### config.mk
export PLATFORM = sky130hd
export DESIGN_NAME = interrupt_cp0
export DESIGN_NICKNAME = d
export VERILOG_FILES = /design/src/rtl/interrupt_cp0_pkg.sv /design/src/rtl/interrupt_cp0_reg.sv /design/src/rtl/interrupt_cp0.sv
export SDC_FILE = /design/constraint.sdc
export NUM_CORES = 1
export LEC_CHECK = 0
export BUFFER_PORTS_ARGS = -buffer_cell sky130_fd_sc_hd__buf_2
export CAP_MARGIN = 10
export CORE_MARGIN = 5
export CORE_UTILIZATION = 46
export DETAILED_ROUTE_END_ITERATION = 7
export PLACE_DENSITY = 0.95
export SLEW_MARGIN = 15
export SYNTH_ARGS = -nofsm -noshare
export SYNTH_HDL_FRONTEND = slang
export SYNTH_SLANG_ARGS = --single-unit
### constraint.sdc
create_clock -name clock -period 4 [get_ports clock]
set_input_delay 0.4 -clock clock [delete_from_list [all_inputs] [get_ports clock]]
set_output_delay 0.4 -clock clock [all_outputs]
set_load 0.05 [all_outputs]
### src/rtl/interrupt_cp0_pkg.sv
// ---------------------------------------------------------------------------
// interrupt_cp0_pkg
// Shared CP0 definitions for the interrupt block: register numbers, the bit
// positions inside Status and Cause, and a helper that assembles the visible
// Status word from its stored fields.
// ---------------------------------------------------------------------------
package interrupt_cp0_pkg;

   // CP0 register numbers (the rd field of mtc0/mfc0)
   localparam logic [4:0] CP0_STATUS = 5'd12;
   localparam logic [4:0] CP0_CAUSE  = 5'd13;
   localparam logic [4:0] CP0_EPC    = 5'd14;

   // Status bit positions
   localparam int STATUS_IE  = 0;
   localparam int STATUS_EXL = 1;
   localparam int IM_LO      = 8;
   localparam int IM_HI      = 15;

   // Cause bit position of the timer request line
   localparam int CAUSE_IP7  = 15;

   // Only IM, EXL and IE exist in hardware; every other Status bit reads 0.
   function automatic logic [31:0] statusWord(input logic [7:0] im,
                                              input logic       exl,
                                              input logic       ie);
      logic [31:0] w;
      w                = 32'h0;
      w[IM_HI:IM_LO]   = im;
      w[STATUS_EXL]    = exl;
      w[STATUS_IE]     = ie;
      return w;
   endfunction

endpackage

### src/rtl/interrupt_cp0_reg.sv
// ---------------------------------------------------------------------------
// cp0_reg
// Parameterised-width register with load enable, asynchronous active-low
// reset and a configurable reset value. Used for every stored CP0 field.
//
// Ports:
//   clock   in   rising-edge clock
//   reset   in   asynchronous active-low reset
//   i_en    in   load enable
//   i_d     in   next value, captured when i_en = 1
//   o_q     out  current contents
// ---------------------------------------------------------------------------
module cp0_reg #(
   parameter int                WIDTH     = 32,
   parameter logic [WIDTH-1:0]  RESET_VAL = '0
) (
   input  logic             clock,
   input  logic             reset,
   input  logic             i_en,
   input  logic [WIDTH-1:0] i_d,
   output logic [WIDTH-1:0] o_q
);

   logic [WIDTH-1:0] r_q;

   // Hold the value until enabled; reset asynchronously to RESET_VAL.
   always_ff @(posedge clock or negedge reset) begin
      if (!reset) begin
         r_q <= RESET_VAL;
      end else if (i_en) begin
         r_q <= i_d;
      end
   end

   assign o_q = r_q;

endmodule

### src/rtl/interrupt_cp0.sv
// ---------------------------------------------------------------------------
// interrupt_cp0
// Coprocessor-0 interrupt block. Holds Status (IM/EXL/IE), EPC and a live
// Cause view of the timer request, and decides when an interrupt is taken.
//
// Ports:
//   clock           in   rising-edge clock
//   reset           in   asynchronous active-low reset
//   TimerInterrupt  in   level request from the timer (IP7)
//   regnum          in   CP0 register number for mtc0/mfc0
//   wr_data         in   mtc0 write data
//   MTC0            in   write enable for register regnum
//   ERET            in   current instruction is eret
//   next_pc         in   resume PC saved into EPC when an interrupt is taken
//   rd_data         out  mfc0 read data (combinational)
//   EPC             out  current EPC contents
//   TakenInterrupt  out  interrupt taken this cycle
// ---------------------------------------------------------------------------
module interrupt_cp0
   import interrupt_cp0_pkg::*;
#(
   parameter logic [31:0] RESET_EPC = 32'h0
) (
   input  logic        clock,
   input  logic        reset,
   input  logic        TimerInterrupt,
   input  logic [4:0]  regnum,
   input  logic [31:0] wr_data,
   input  logic        MTC0,
   input  logic        ERET,
   input  logic [31:0] next_pc,
   output logic [31:0] rd_data,
   output logic [31:0] EPC,
   output logic        TakenInterrupt
);

   logic [7:0]  w_im;
   logic        w_ie;
   logic        w_exl;
   logic [31:0] w_epc;
   logic [31:0] w_status;
   logic [31:0] w_cause;
   logic        w_taken;
   logic        w_wrStatus;
   logic        w_wrEpc;
   logic        w_epcEn;
   logic [31:0] w_epcD;
   logic        w_exlEn;
   logic        w_exlD;

   // Cause is not stored: IP7 mirrors the timer line, everything else is 0.
   always_comb begin
      w_cause            = 32'h0;
      w_cause[CAUSE_IP7] = TimerInterrupt;
   end

   assign w_status = statusWord(w_im, w_exl, w_ie);

   // An interrupt is taken when any unmasked pending line is set, interrupts
   // are enabled and we are not already inside a handler. Because EXL is set
   // on the taking edge, this is high for exactly one cycle per entry.
   assign w_taken = (|(w_cause[IM_HI:IM_LO] & w_im)) & w_ie & ~w_exl;

   assign w_wrStatus = MTC0 && (regnum == CP0_STATUS);
   assign w_wrEpc    = MTC0 && (regnum == CP0_EPC);

   // EPC: the taking edge saves next_pc and overrides any mtc0 to EPC.
   assign w_epcEn = w_taken | w_wrEpc;
   assign w_epcD  = w_taken ? next_pc : wr_data;

   // EXL: taking forces 1, eret forces 0 (even against an mtc0 Status write),
   // otherwise an mtc0 Status write loads it. ERET and taking cannot coincide
   // since taking requires EXL = 0.
   assign w_exlEn = w_taken | ERET | w_wrStatus;
   always_comb begin
      w_exlD = wr_data[STATUS_EXL];
      if (w_taken) begin
         w_exlD = 1'b1;
      end else if (ERET) begin
         w_exlD = 1'b0;
      end
   end

   cp0_reg #(.WIDTH(32), .RESET_VAL(RESET_EPC)) uEpc (
      .clock (clock),
      .reset (reset),
      .i_en  (w_epcEn),
      .i_d   (w_epcD),
      .o_q   (w_epc)
   );

   cp0_reg #(.WIDTH(8), .RESET_VAL(8'h00)) uIm (
      .clock (clock),
      .reset (reset),
      .i_en  (w_wrStatus),
      .i_d   (wr_data[IM_HI:IM_LO]),
      .o_q   (w_im)
   );

   cp0_reg #(.WIDTH(1), .RESET_VAL(1'b0)) uIe (
      .clock (clock),
      .reset (reset),
      .i_en  (w_wrStatus),
      .i_d   (wr_data[STATUS_IE]),
      .o_q   (w_ie)
   );

   cp0_reg #(.WIDTH(1), .RESET_VAL(1'b0)) uExl (
      .clock (clock),
      .reset (reset),
      .i_en  (w_exlEn),
      .i_d   (w_exlD),
      .o_q   (w_exl)
   );

   // mfc0 read mux; unimplemented register numbers read 0.
   always_comb begin
      rd_data = 32'h0;
      case (regnum)
         CP0_STATUS: rd_data = w_status;
         CP0_CAUSE:  rd_data = w_cause;
         CP0_EPC:    rd_data = w_epc;
         default:    rd_data = 32'h0;
      endcase
   end

   assign EPC            = w_epc;
   assign TakenInterrupt = w_taken;

endmodule

==> reports/results.tsv <==
stage	metric	value	unit
timing	finalSetupViolations	0	
clocking	ctsResizeCount	0	
clocking	numCtsBuffers	5	
power	leakage	1.55	nW
die	io_pins	139	
power	peakVddDrop	0.361	mV
critical_path	end_kind	output pin	
timing	slew_headroom	0.295	
clocking	clock_sinks	42	
final_layout	area_growth	35.7	%
route	drcViolationCount	0	
critical_path	critPathRequiredTime	3.60	ns
power	switching_share	0.513	
route	met1Wirelength	3.06	mm
global_route	grt_pass1_wl	11.4	mm
global_route	antenna_found_initial	0	
route	wl_per_cell	16.6	um
critical_path	cp_max_fo	33	
logic_synthesis	ys_types	24	
clocking	clkLatencyLatePin	0.29	ns
timing	setup_ws	1.10	ns
power	p_comb_frac	0.507	
logic_synthesis	synth_seq_cells	42	
global_route	grt_pass1_vias	2434	
placement	io_buffers	138	
route	first_pass_iters	4	
logic_synthesis	post-synth-top-area-cell	dfrtp_1	
route	routed.top_layer	met4	
route	wl	7.34	mm
power	pwr-share-clk	0.155	
logic_synthesis	syn_area_per_cell	9.02	um^2
final_layout	num-fill-cells	405	
logic_synthesis	ys.flop_type	dfrtp_1	
die	row_count	25	
logic_synthesis	synth_edf_count	0	
critical_path	rrSetupSlack	2.52	ns
timing	max_freq	0.345	GHz
logic_synthesis	synth_nets	325	
critical_path	r2r.worst_path.cells	3	
final_layout	drive_gt1_frac	0.436	
timing	skew	0.00758	ns
placement	gp_congestion	0.872	
run	drv_cap	0	
route	vias	2503	
clocking	htreeDepth	2	
route	via_per_inst	5.68	
die	initial_core_util	0.476	
worst_hold_path	hold_path_class	input port to asynchronous set/reset pin	
clocking	root_buffer	clkbuf_8	
critical_path	crit_type	input port to output pin	
power	power_density	716	nW/um^2
timing	hold_viol_final	0	
clocking	post_cts_buffers	0	
logic_synthesis	netlist.area_leader.share	0.464	
clocking	holdBufCountCts	0	
power	seq_power_share	0.338	
timing	rsz0062_at_grt	no	
route	wl_met2	3.62	mm
die	die_h	80.2	um
placement	pre_cts_slack	1.10	ns
global_route	grt_max_degree	66	
power	intPower	1.07	mW
power	switchingPower	1.13	mW
logic_synthesis	yosysWarnings	0	
global_route	grt_util_all_layers	0.227	
final_layout	diodes	0	
timing	min_period	2.90	ns
clocking	clkTransAtPathRegs	0.08	ns
timing	tightest_slew	1.05	ns
route	postRouteAntennaNets	0	
logic_synthesis	netlist_top_cells_area	dfrtp_1 (46%), a31oi_1 (8.8%), nand3_1 (7.1%), o21ai_0 (7.1%), and2_1 (6.1%)	
die	core_area	4750	um^2
route	drt_iter0_markers	110	
clocking	clock_path_buffers	2	
timing	period_share	0.724	
placement	hpwl	5.24	mm
route	wl_met3	533	um
logic_synthesis	synth.yosys.seq_area_share	0.464	
timing	maxSlewViolCount	0	
logic_synthesis	mappedNetlistArea	2260	um^2
logic_synthesis	synthMostInstantiatedCell	dfrtp_1	
logic_synthesis	synthCells	251	
die	die_w	80.2	um
die	die-area	6430	um^2
critical_path	critPathLaunchType	input port	
critical_path	cp.arrival	2.50	ns
final_layout	fin_nets	448	
logic_synthesis	synthArstFlopShare	1.00	
clocking	cts_tree	done	
run_status	run_status	finished clean	
logic_synthesis	netlist_top_cells_count	dfrtp_1 (42), nor2_1 (33), a31oi_1 (32), nand3_1 (32), o21ai_0 (32)	
global_route	overflow	0	
timing	fin_setup_tns	0	ns
stage by stage:
step / hold slack, ns / cell area [um^2] / cells / util / power (mW)
floorplan: 0.104 / 2260 / 251 / - / 1.55
global placement: 0.493 / 2960 / 434 / 0.623 / 1.83
detailed placement: 0.500 / 2960 / 434 / 0.623 / 1.87
CTS: 0.275 / 3070 / 441 / 0.646 / 2.21
global route: 0.347 / 3070 / 441 / 0.647 / 2.29
finish: 0.240 / 3070 / 441 / 0.647 / 2.20
per-layer routing:
metal,vias up,global-route usage
met5,-,0
met4,0,0.0794
met3,12,0.0460
met2,116,0.397
met1,1218,0.276
li1,1157,-
cell usage in the layout (no fill, tap or decap), drive strengths merged, types with 2 or more instances in the layout:
cell type    n
nor2        33
nor4         2
dfrtp       42
o21ai       32
and2        22
nor3         2
a22o         9
a31oi       32
clkbuf       6
inv          2
mux2         9
nand4b       3
nand3       32
buf        140
cells by family (layout without fill, tap and decap cells):
group,after synthesis,in the layout,synth area share
buf+inv,26,149,0.0486
flops,42,42,0.464
compound gates,75,75,0.201
simple gates,98,98,0.237
mux,10,10,0.0492
power by group through the flow:
stage,Combinational [mW],Clock (mW),Sequential (mW)
finish,1.12,0.341,0.743
global route,1.17,0.364,0.764
CTS,1.12,0.350,0.738
detailed placement,1.12,0,0.745
global placement,1.10,0,0.735
floorplan,0.243,0,1.31
critical path, cell delays in order:
cell	delay [ns]
buf_2	0.15
nand2b_2	0.47
nor3_4	0.94
and2_1	0.26
buf_2	0.27
area by class of cell:
cell class	instances	area [um^2]	share of cell area
Multi-Input combinational cell	183	1110	0.362
Sequential cell	42	1050	0.342
Timing Repair Buffer	140	706	0.230
Tap cell	67	83.8	0.0273
Clock buffer	6	82.6	0.0269
Clock inverter	1	30.0	0.00977
Inverter	2	7.51	0.00244
sequential cells by signal, indices dropped and copies added, names as in the netlist:
register / flops
uEpc.o_q: 32
uIm.o_q: 8
uIe.o_q: 1
uExl.o_q: 1
final timing paths:
path | end | start
hold / removal | uIm.o_q[1] | reset
setup reg to reg | uExl.o_q | uIe.o_q
min in group clock | uIm.o_q[7] | wr_data[15]
hold reg to reg | uIm.o_q[5] | uIm.o_q[5]
setup / recovery | rd_data[29] | regnum[4]
max in group asynchronous | uEpc.o_q[27] | reset
(Power assumes the default switching activity.)
